$ cat config.mk
export PLATFORM = sky130hd
export DESIGN_NAME = cpu_run_controller
export DESIGN_NICKNAME = d
export VERILOG_FILES = /design/src/rtl/cpu_run_controller.sv
export SDC_FILE = /design/constraint.sdc
export NUM_CORES = 1
export LEC_CHECK = 0
export ABC_AREA = 1
export ABC_CLOCK_PERIOD_IN_PS = 1700
export BUFFER_PORTS_ARGS = -buffer_cell sky130_fd_sc_hd__buf_4
export CAP_MARGIN = 20
export CORE_UTILIZATION = 40
export DETAILED_ROUTE_END_ITERATION = 10
export GPL_TIMING_DRIVEN = 0
export SYNTH_ARGS = -nofsm -noshare
export SYNTH_HDL_FRONTEND = slang
export SYNTH_SLANG_ARGS = --single-unit
$ cat constraint.sdc
create_clock -name CLK -period 1.7 [get_ports CLK]
set_input_delay 0.34 -clock CLK [delete_from_list [all_inputs] [get_ports CLK]]
set_output_delay 0.34 -clock CLK [all_outputs]
set_load 0.02 [all_outputs]
$ cat src/rtl/cpu_run_controller.sv
// Host-side run controller for the control unit's START/RDY handshake:
// resets the core, launches runs, counts execution cycles and kills runaways.
module cpu_run_controller #(
    parameter int CYCLE_W = 16
) (
    input  logic               CLK,
    input  logic               RESET_N,
    input  logic               RUN,
    input  logic               ABORT,
    input  logic [CYCLE_W-1:0] MAX_CYCLES,
    output logic               BUSY,
    output logic               DONE,
    output logic [1:0]         RESULT,
    output logic [CYCLE_W-1:0] CYCLES,
    output logic               CPU_START,
    output logic               CPU_RESET,
    input  logic               CPU_RDY,
    output logic [2:0]         DBG_STATE
);

    // Handshake: the core accepts START only while RDY=1 and drops RDY on that
    // same edge; RDY returning high marks completion. RESET is a synchronous
    // one-cycle pulse after which the core reports RDY=1 on the next cycle.
    localparam logic [2:0] ST_INIT    = 3'd0;
    localparam logic [2:0] ST_IDLE    = 3'd1;
    localparam logic [2:0] ST_LAUNCH  = 3'd2;
    localparam logic [2:0] ST_RUNNING = 3'd3;
    localparam logic [2:0] ST_KILL    = 3'd4;

    localparam logic [1:0] RES_OK      = 2'b00;
    localparam logic [1:0] RES_TIMEOUT = 2'b01;
    localparam logic [1:0] RES_ABORT   = 2'b10;

    logic [2:0]         state_q, state_d;
    logic               done_q, done_d;
    logic [1:0]         result_q, result_d;
    logic [CYCLE_W-1:0] cycles_q, cycles_d;

    always_comb begin
        state_d  = state_q;
        done_d   = 1'b0;
        result_d = result_q;
        cycles_d = cycles_q;
        case (state_q)
            ST_INIT: state_d = ST_IDLE;
            ST_IDLE: begin
                if (RUN && CPU_RDY) begin
                    state_d  = ST_LAUNCH;
                    cycles_d = '0;
                    result_d = RES_OK;
                end
            end
            ST_LAUNCH: state_d = ST_RUNNING;
            ST_RUNNING: begin
                // Completion outranks abort and timeout when they coincide.
                if (CPU_RDY) begin
                    state_d = ST_IDLE;
                    done_d  = 1'b1;
                end else if (ABORT) begin
                    state_d  = ST_KILL;
                    result_d = RES_ABORT;
                end else if ((MAX_CYCLES != '0) && (cycles_q == MAX_CYCLES)) begin
                    state_d  = ST_KILL;
                    result_d = RES_TIMEOUT;
                end else if (cycles_q != '1) begin
                    cycles_d = cycles_q + CYCLE_W'(1);
                end
            end
            ST_KILL: begin
                state_d = ST_IDLE;
                done_d  = 1'b1;
            end
            default: state_d = ST_INIT;
        endcase
    end

    always_ff @(posedge CLK or negedge RESET_N) begin
        if (!RESET_N) begin
            state_q  <= ST_INIT;
            done_q   <= 1'b0;
            result_q <= RES_OK;
            cycles_q <= '0;
        end else begin
            state_q  <= state_d;
            done_q   <= done_d;
            result_q <= result_d;
            cycles_q <= cycles_d;
        end
    end

    assign CPU_RESET = (state_q == ST_INIT) || (state_q == ST_KILL);
    assign CPU_START = (state_q == ST_LAUNCH);
    assign BUSY      = (state_q != ST_IDLE);
    assign DONE      = done_q;
    assign RESULT    = result_q;
    assign CYCLES    = cycles_q;
    assign DBG_STATE = state_q;

endmodule

Word level (Yosys, flattened, before mapping)
Index checks and enable logic that the tools add are counted.
{"block": "classes", "n_mux": 18, "n_eq_ne": 14, "n_reduce_logical": 10, "addsub": 1}
{"op": "$mux 16", "n": 5}
{"op": "$pmux 16 s2", "n": 1}
{"op": "$add 16x1->16 const B", "n": 1}
{"op": "$eq 16x16->1", "n": 1}
{"op": "$ne 16x16->1 const B", "n": 1}
{"op": "$reduce_bool 16->1", "n": 1}
{"op": "$mux 3", "n": 4}
{"op": "$pmux 3 s4", "n": 1}
{"op": "$ne 2x2->1 const B", "n": 5}
{"op": "$mux 2", "n": 4}
{"op": "$eq 3x2->1 const B", "n": 2}
{"op": "$reduce_and 6->1", "n": 1}
{"op": "$ne 4x4->1 const B", "n": 1}
{"op": "$pmux 2 s2", "n": 1}
{"op": "$reduce_and 4->1", "n": 1}
{"op": "$eq 3x1->1 const B", "n": 1}
{"op": "$eq 3x3->1 const B", "n": 1}
{"op": "$logic_not 3->1", "n": 1}
{"op": "$ne 3x1->1 const B", "n": 1}
{"op": "$ne 3x3->1 const B", "n": 1}
{"op": "$logic_and 1x1->1", "n": 2}
{"op": "$pmux 1 s2", "n": 1}
{"op": "$reduce_and 2->1", "n": 1}
{"op": "$reduce_bool 2->1", "n": 1}
{"op": "other kinds (3)", "n": 3}
{"block": "totals", "word_cells": 47, "inputBits": 21, "regBits": 22, "output_inout_bits": 25}

Longest topological paths before layout
Gate-level depths: netlist of the first run.
{"block": "logic_depth", "word_depth": 6, "ltp_mapped": 12, "mapped_depth_nobuf": 12}

Least setup slack after synthesis of the first run
No wires, ideal clock.
{"block": "synth_timing", "path_type": "reg2reg", "from": "register cycles_q[0] (netlist: CYCLES[0])", "to": "register cycles_q[15] (netlist: CYCLES[15])", "synth_period_minus_slack_ns": 1.754, "n_path_buf": 1, "slack_ns": -0.054, "arrival_time_ns": 1.636, "setup_time_ns": 0.117, "required_ns": 1.583, "stages_incl_launch_ff": 11, "cell_sequence": "dfrtp_1 -> ha_1 -> nand2_1 -> nor2_4 -> nand4_1 -> nand2_1 -> o21bai_4 -> nand2_4 -> buf_2 -> nand3_1 -> nand2_1"}
{"block": "synth_between", "elab_chain_len": 6, "elab_cells_between_ends": 12, "classes_between": "add/sub (1); eq/ne (4); mux (5); reduce/logical (2)"}
{"item": "start, declared", "line": "37", "source": "logic [CYCLE_W-1:0] cycles_q, cycles_d;"}
{"item": "start signal, assigned", "line": "87", "source": "cycles_q <= cycles_d;"}
{"item": "$add 16x1->16", "line": "66", "source": "cycles_d = cycles_q + CYCLE_W'(1);"}
{"item": "$mux 16", "line": "65", "source": "end else if (cycles_q != '1) begin"}
{"item": "$mux 16", "line": "62", "source": "end else if ((MAX_CYCLES != '0) && (cycles_q == MAX_CYCLES)) begin"}
{"item": "$mux 16", "line": "59", "source": "end else if (ABORT) begin"}
{"item": "$mux 16", "line": "56", "source": "if (CPU_RDY) begin"}
{"item": "$pmux 16 s2", "line": "44", "source": "case (state_q)"}
Parallel ways exist; a longest one is shown, timed or not. The select of a mux whose other input is x is not followed.
A chain may end at the register's enable or synchronous reset.

Final worst setup path of the first run
{"block": "layout_timing", "from": "register cycles_q[0] (netlist: CYCLES[0])", "to": "register cycles_q[3] (netlist: CYCLES[3])"}
Same word-level chain as after synthesis.

==> results.yml, run 1 <==
status:
  status: "complete, no violations"
timing:
  hold_viol_final: 0
  hold_slack_ns: 0.3680
  fin_crit_ns: 1.675
  setup_viol: 0
  tightest_slew_ns: 0.3593
  rsz0062_at_grt: "yes"
  final.setup_skew_ns: 0.003677
  slew-limit-headroom: 0.7586
  min_period_over_period: 0.9850
  worst_slack_ns: 0.02549
  fmax_ghz: 0.5972
  slew_viol_final: 0
synthesis:
  postSynthAreaPerCell_sq_um: 6.252
  ys_warn_count: 0
  synth_area_sq_um: 1744
  synth_fp_nets: 301
  netlist_top_cells_area: "dfrtp_1 32%, nand2_1 22%, nor2_1 8.0%"
  syn_inst: 279
  yosysSeqAreaShare: 0.3156
  ys_ff_latch: 22
  yosysUniqueCellTypes: 26
  synth_top_area_share: 0.3156
  synth_area_leader_cell: "dfrtp_1"
floorplan:
  rows: 23
  die_width_um: 68.04
  start_util: 0.4268
  die_h_um: 68.04
  core_sq_um: 4086
  boundaryPins: 46
  die_area_sq_um: 4629
route:
  first_iter_violations: 111
  drc: 0
  vias: 1998
  ant_nets: 0
  first_pass_iters: 4
  viasPerCell: 4.958
  finalWirelength_mm: 5.170
  post_drt_wl_per_cell_um: 12.83
finish:
  drive_gt1_frac: 0.3371
  areaGrowthSynthToFinish_pct: 48.21
  fillCellCount: 396
  fin_nets: 376
  diodes: 0
  fin_cells: 403
critical_path:
  crit_type: "flop to flop"
  path_cells: "ha_4, nand2_4, nor2_4, nand4_1, nand2_2, o21bai_4, nand2_4, nand2_8, clkbuf_16, nand2_2, nand2_1"
  worstSetupStartpointType: "flop"
  reg2reg_to: "CYCLES[3]"
  worstPathArrival_ns: 1.84
  critPathLaunch: "CYCLES[0]"
  ff2ff_path_depth: 11
  worst-path-max-fanout: 5
  cp.required_ns: 1.86
  rr_startpoint: "CYCLES[0]"
  max_stage_delay_ns: 0.47
  end_kind: "flop"
  crit_end: "CYCLES[3]"
  crit_slowest_cell: "dfrtp_2"
  r2r_setup_slack_ns: 0.03
power:
  p_leak_uw: 0.001288
  power-per-cell-area_nw_per_um2: 1087
  ir_worst_vdd_uv: 807.9
global_routing:
  grt-ovfl-total: 0
  grt_pass1_vias: 1702
  grt_usage: 0.2319
  grt_start_max_net_pins: 23
  antenna_found_initial: 0
  grt_first_pass_wirelength_mm: 7.983
clock_tree:
  clk_pin_slew_ns: 0.08
  clockBufferDepth: 2
  worstSkewPairLatency_ns: 0.27
  root_buffer: "clkbuf_8"
  clkSinkCount: 22
  numCtsBuffers: 3
  cts.htree.levels: 1
  cts_tree: "yes"
flow_run:
  drv_cap: 0
place:
  place.gp.congestion: 0.8525
  dp_cells: 374
  hpwl_mm: 3.602
  dpl_worst_slack_ns: -0.1348
  io_buffer_count: 45
worst_hold_path:
  whs_path_depth: 4
  min_from: "ABORT"
  hold_path_class: "primary input to flop"
## synth_stat cells, drive strengths merged
| cell | n |
|---|---|
| a21oi | 6 |
| a22oi | 1 |
| a31oi | 1 |
| and2 | 1 |
| buf | 6 |
| clkinv | 1 |
| dfrtp | 22 |
| ha | 1 |
| inv | 32 |
| nand2 | 104 |
| nand3 | 25 |
| nand3b | 1 |
| nand4 | 8 |
| nor2 | 42 |
| nor3 | 7 |
| nor3b | 1 |
| o21ai | 9 |
| o21bai | 1 |
| xnor2 | 8 |
| xor2 | 2 |
## kinds of logic after synthesis
kind of cell / after synthesis / synth area share
adders and majority gates: 1 / 0.007172
buffers and inverters: 39 / 0.09684
and+or+nand+nor: 189 / 0.4684
xor gates and xnor gates: 10 / 0.05022
DFF: 22 / 0.3156
AOI/OAI and AO/OA: 18 / 0.06170
## placed cells by master (no fill, tap or decap), drive strengths merged, types with 2 or more instances in the layout
cell / netlist / layout
xnor2: 8 / 8
nor2: 42 / 42
nor3: 7 / 7
buf: 6 / 72
xor2: 2 / 2
nand3: 25 / 25
dfrtp: 22 / 22
a21oi: 6 / 6
inv: 32 / 32
nand2: 104 / 104
nand4: 8 / 8
o21ai: 9 / 9
clkbuf: 0 / 7
## how the worst min path moves through the flow
stage          slack, ns    endpoint
2_1_floorplan       0.04   CYCLES[0]
3_3_place_gp        0.25  CYCLES[10]
3_5_place_dp        0.26  CYCLES[10]
4_1_cts             0.37   RESULT[0]
5_1_grt             0.39   RESULT[0]
6_report            0.37   RESULT[0]
## metrics by stage
stage	utilization	cell area [sq um]	power [uW]	setup TNS [ns]
2_1_floorplan	-	1750	1496	0
4_1_cts	0.5573	2277	2409	0
3_5_place_dp	0.5263	2151	1942	-1.260
5_1_grt	0.6326	2585	3009	-0.7523
6_report	0.6326	2585	2809	0
3_3_place_gp	0.5263	2151	1939	-1.094
## registers in the layout (all words and copies together) (netlist names)
name       flops
RESULT         2
DBG_STATE      3
DONE           1
CYCLES        16
## repair_timing
action / CTS / global route
cloned: 0 / 1
pin swaps: 1 / 11
resized for setup: 7 / 40
setup endpoints to repair: 12 / 18
buffers inserted: 5 / 18
hold endpoints to repair: 22 / 0
hold buffers: 1 / 0
## power breakdown
part | internal (uW) | switching, uW | total (uW)
logic | 752 | 989 | 1740
clock network | 207 | 183 | 390
registers | 595 | 81.8 | 677
## layer usage
metal  global-route usage  wire [um]
met1               0.3138       2424
met2               0.3811       2442
met3              0.03000        220
met4              0.07031         82
met5                    0          0
## critical path, delay by kind of cell, from the launching register on
kind	cells	cell delay, ns
simple gates	8	0.56
flops	1	0.47
fa+ha+maj	1	0.19
buf+inv	1	0.18
compound gates	1	0.17
## layout make-up
type	count	area, sq um	area share
Timing Repair Buffer	70	549.3	0.2125
Clock buffer	4	55.05	0.02130
Tap cell	50	62.56	0.02420
Inverter	33	125.1	0.04840
Sequential cell	22	559.3	0.2164
Buffer	6	67.56	0.02614
Multi-Input combinational cell	218	1166	0.4511
Power figures use the tool's default switching activity.
==> run 2, diff against run 1 <==
ABC_CLOCK_PERIOD_IN_PS = 2150   (was 1700)
clock period = 2.15 ns   (was 1.7 ns; I/O delays follow)
==> run 2 against run 1 <==
Net effect:
- via count fell by 6.6%
- highest routed layer unchanged
- critical path type unchanged
- flip-flop and latch count did not move
- register-to-register slack improved by 0.22 ns
- sequential share of layout area rose by 3.2 points
- die area did not move
- power fell by 32%
- first-iteration DRC count fell by 1.8%
- combinational power fell by 43%
- cell count fell by 6.2%
- sequential power fell by 22%
- setup slack improved by 0.22 ns
- fmax fell by 12%
==> results.yml, run 2 (synthesis results as in run 1) <==
place:
  hpwl_mm: 3.588
  io_buffer_count: 45
  place.gp.congestion: 0.8458
finish:
  largest_reg_flops: 16
  multiInputGateArea_sq_um: 1025
  areaGrowthSynthToFinish_pct: 27.04
  fillCellCount: 439
  ff_latch_area_sq_um: 550.5
  diodes: 0
  layout_commonest_cell: "nand2_1"
  fin_nets: 351
  fin_util: 0.5423
  drive_gt1_frac: 0.1951
  final_cell_mix: "102 x nand2_1, 46 x buf_4, 37 x nor2_1"
floorplan:
  start_util: 0.4268
  die_h_um: 68.04
  die_width_um: 68.04
  core_sq_um: 4086
  rows: 23
  die_area_sq_um: 4629
  boundaryPins: 46
timing:
  setup_viol: 0
  tightest_slew_ns: 0.4930
  slew_viol_final: 0
  fmax_ghz: 0.5251
  finalSetupTns_ns: 0
  hold_viol_final: 0
  rsz0062_at_grt: "no"
  min_period_over_period: 0.8858
  final.setup_skew_ns: 0.004212
  slew-limit-headroom: 0.6701
  fin_crit_ns: 1.904
global_routing:
  antenna_found_initial: 0
  grt_first_pass_wirelength_mm: 7.410
  grt_usage: 0.2191
  grt_pass1_vias: 1617
  grt-ovfl-total: 0
  grt_start_max_net_pins: 23
route:
  first_pass_iters: 4
  post_drt_wl_per_cell_um: 12.36
  drc: 0
  ant_nets: 0
  viasPerCell: 4.939
  finalWirelength_mm: 4.673
  first_iter_violations: 109
  vias: 1867
power:
  combPwrFrac: 0.517
  switchingPower_uw: 859.0
  pwr-share-seq: 0.276
  ir_worst_vdd_uv: 582.2
  total_power_uw: 1909
  pwr-share-clk: 0.207
  switching_share: 0.4499
  p_leak_uw: 0.001114
  power-per-cell-area_nw_per_um2: 861.5
  internal_power_uw: 1050
critical_path:
  worstSetupStartpointType: "flop"
  rr_startpoint: "CYCLES[0]"
  critPathLaunch: "CYCLES[0]"
  cp.required_ns: 2.31
  crit_type: "flop to flop"
  end_kind: "flop"
  worst-path-max-fanout: 10
  r2r_setup_slack_ns: 0.25
  ff2ff_path_depth: 10
  reg2reg_to: "CYCLES[10]"
  worstPathArrival_ns: 2.07
clock_tree:
  cts_tree: "yes"
  post-cts-setup-buffers: 0
  clockBufferDepth: 2
  cts_resized: 0
  cts.htree.levels: 1
  clkSinkCount: 22
  root_buffer: "clkbuf_8"
  numCtsBuffers: 3
  clk_pin_slew_ns: 0.09
  worstSkewPairLatency_ns: 0.27
  hold_buffers: 0
worst_hold_path:
  hold_path_class: "primary input to asynchronous set/reset pin"
status:
  status: "complete, no violations"
flow_run:
  drv_cap: 0
run 2: cell count changes in the layout (fill, tap and decap cells not counted), moves of 4 or more:
cell     before  now
buf_4        67   46
nand2_1      91  102
nand2_2       9    0
dfrtp_1      15   22
dfrtp_2       7    0
nor2_4        6    1
inv_1        28   32
inv_2         4    0
xnor2_1       4    8
run 2: area by class of cell:
| type | count | share of cell area |
|---|---|---|
| Clock inverter | 1 | 0.01355 |
| Buffer | 6 | 0.02033 |
| Tap cell | 50 | 0.02823 |
| Timing Repair Buffer | 45 | 0.1525 |
| Inverter | 33 | 0.05590 |
| Multi-Input combinational cell | 218 | 0.4624 |
| Clock buffer | 3 | 0.01863 |
| Sequential cell | 22 | 0.2484 |
run 2: routing by layer:
| metal | GRT usage | part of all wire | vias up |
|---|---|---|---|
| met5 | 0 | 0 | - |
| met4 | 0.08073 | 0.021 | 0 |
| met3 | 0.02500 | 0.040 | 9 |
| met2 | 0.3529 | 0.46 | 42 |
| met1 | 0.2989 | 0.48 | 842 |
| li1 | - | - | 974 |
run 2: worst max path at each step:
stage                  to  slack, ns  cells past startpoint
5_1_grt        CYCLES[14]       0.08                     10
3_3_place_gp   CYCLES[15]       0.26                     10
4_1_cts        CYCLES[10]       0.24                     10
2_1_floorplan  CYCLES[15]       0.40                     10
3_5_place_dp   CYCLES[15]       0.25                     10
6_report       CYCLES[10]       0.25                     10
run 2: worst max-delay path: stages (launching register included):
cell      delay, ns
dfrtp_1        0.48
ha_1           0.21
nand2_1        0.11
nor2_4         0.22
nand4_1        0.10
nand2_1        0.08
o21bai_4       0.13
nand2_4        0.10
buf_2          0.21
nand3_1        0.09
nand2_1        0.06
run 2: power groups by stage:
| stage | sequential (uW) | clock [uW] | combinational [uW] |
|---|---|---|---|
| CTS | 527 | 408 | 993 |
| detailed placement | 536 | 0 | 988 |
| global route | 535 | 420 | 1100 |
| global placement | 537 | 0 | 991 |
| floorplan | 590 | 0 | 586 |
| finish | 527 | 395 | 987 |
run 2: metrics by stage:
stage | setup slack [ns] | cell area, sq um | hold slack (ns) | std cells
6_report | 0.2456 | 2216 | 0.04172 | 378
5_1_grt | 0.07553 | 2216 | 0.05495 | 378
4_1_cts | 0.2420 | 2216 | 0.04204 | 378
3_5_place_dp | 0.2523 | 2145 | 0.3450 | 374
3_3_place_gp | 0.2588 | 2145 | 0.3438 | 374
2_1_floorplan | 0.3965 | 1744 | 0.1344 | 279
==> run 3, diff against run 2 <==
CELL_PAD_IN_SITES_DETAIL_PLACEMENT = 1   (was unset)
CELL_PAD_IN_SITES_GLOBAL_PLACEMENT = 2   (was unset)
CORE_UTILIZATION = 29   (was 40)
PLACE_DENSITY_LB_ADDON = 0.1   (was unset)
==> run 3 against run 2 <==
Net effect:
- hold slack improved by 0.0014 ns
- critical endpoint unchanged
- sequential share of layout area is essentially flat
- count of clock-buffer cells in the layout up 1
- routed wire length rose by 22%
- register-to-register slack gained 0.02 ns
- core utilization down 15 points
- flip-flop and latch count stayed put
- cell count is 5.8% higher
==> results.yml, run 3 (synthesis results as in run 1) <==
floorplan:
  die_area_sq_um: 6328
  die_h_um: 79.55
  start_util: 0.3092
  boundaryPins: 46
  rows: 27
  die_width_um: 79.55
  core_sq_um: 5642
critical_path:
  r2r_setup_slack_ns: 0.27
  end_kind: "flop"
  cp.required_ns: 2.32
  worstPathArrival_ns: 2.05
  crit_type: "flop to flop"
  worst-path-max-fanout: 10
  worstSetupStartpointType: "flop"
route:
  first_iter_violations: 57
  ant_nets: 0
  vias: 1894
  drc: 0
  first_pass_iters: 4
  finalWirelength_mm: 5.698
  post_drt_wl_per_cell_um: 14.25
  viasPerCell: 4.735
place:
  io_buffer_count: 45
  place.gp.congestion: 0.8194
  dp_cells: 396
  hpwl_mm: 4.477
global_routing:
  grt_usage: 0.1939
  grt_pass1_vias: 1932
  grt_start_max_net_pins: 23
  antenna_found_initial: 0
  grt_first_pass_wirelength_mm: 9.528
  grt-ovfl-total: 0
power:
  p_leak_uw: 0.001104
  power-per-cell-area_nw_per_um2: 835.3
  ir_worst_vdd_uv: 381.4
  total_power_uw: 1862
status:
  status: "complete, no violations"
clock_tree:
  clk_pin_slew_ns: 0.09
  clkSinkCount: 22
  clockBufferDepth: 2
  root_buffer: "clkbuf_8"
  numCtsBuffers: 3
  cts.htree.levels: 1
  hold_buffers: 0
  cts_tree: "yes"
  worstSkewPairLatency_ns: 0.27
timing:
  rsz0062_at_grt: "no"
  final.setup_skew_ns: 0.001742
  setup_viol: 0
  fin_crit_ns: 1.883
  fmax_ghz: 0.5311
  min_period_over_period: 0.8758
  hold_viol_final: 0
  tightest_slew_ns: 0.5993
  slew-limit-headroom: 0.5990
  slew_viol_final: 0
  finalSetupTns_ns: 0
finish:
  diodes: 0
  layout_commonest_cell: "nand2_1"
  areaGrowthSynthToFinish_pct: 27.83
  fin_util: 0.3952
  largest_reg_flops: 16
  fin_cells: 400
  fin_nets: 351
  drive_gt1_frac: 0.2012
  final_cell_mix: "102 x nand2_1, 46 x buf_4, 37 x nor2_1"
worst_hold_path:
  hold_path_class: "primary input to asynchronous set/reset pin"
flow_run:
  drv_cap: 0
-- run 3: metrics by stage --
| stage | setup slack, ns | hold WS (ns) | instance area [sq um] |
|---|---|---|---|
| floorplan | 0.3965 | 0.1344 | 1744 |
| global placement | 0.2167 | 0.3464 | 2172 |
| detailed placement | 0.1623 | 0.3514 | 2172 |
| CTS | 0.1440 | 0.05463 | 2227 |
| global route | 0.07122 | 0.06454 | 2230 |
| finish | 0.2671 | 0.04315 | 2230 |
-- run 3: power by group --
part / total (uW) / switching, uW / internal [uW]
registers: 534 / 62.7 / 471
clock network: 315 / 151 / 164
logic: 1010 / 680 / 333
total: 1860 / 894 / 968
-- run 3: path summary, 6_finish.rpt --
path / cells past startpoint / end / from
worst min-delay path: 1 / CYCLES[0] / RESET_N
max in group asynchronous: 1 / CYCLES[1] / RESET_N
worst max register to register: 10 / CYCLES[10] / CYCLES[0]
min in group CLK: 4 / RESULT[0] / ABORT
worst max-delay path: 10 / CYCLES[10] / CYCLES[0]
worst min register to register: 2 / RESULT[1] / RESULT[1]
-- run 3: layer usage --
layer  GRT usage  vias up  part of all wire
met5           0        -                 0
met4     0.03818        0             0.011
met3     0.01486        6             0.023
met2      0.3188       28              0.46
met1      0.2765      885              0.50
li1            -      975                 -
-- run 3: repair_timing --
item,CTS,global route
setup endpoints to repair,0,8
setup buffers,0,0
resized for setup,0,2
-- run 3: cell type report --
type	count	area, sq um
inverter	33	123.9
clock buffer	4	55.05
fill	747	3412
sequential	22	553.0
tap	72	90.09
timing repair buffer	45	337.8
multi-input combinational	218	1025
buffer	6	45.04
-- run 3: worst max-delay path: stages, from the launching register on --
cell and delay (ns):
dfrtp_2 0.47, ha_1 0.21, nand2_1 0.12, nor2_4 0.20
nand4_1 0.09, nand2_1 0.09, o21bai_4 0.13, nand2_4 0.10
buf_2 0.21, nand3_1 0.09, nand2_1 0.06
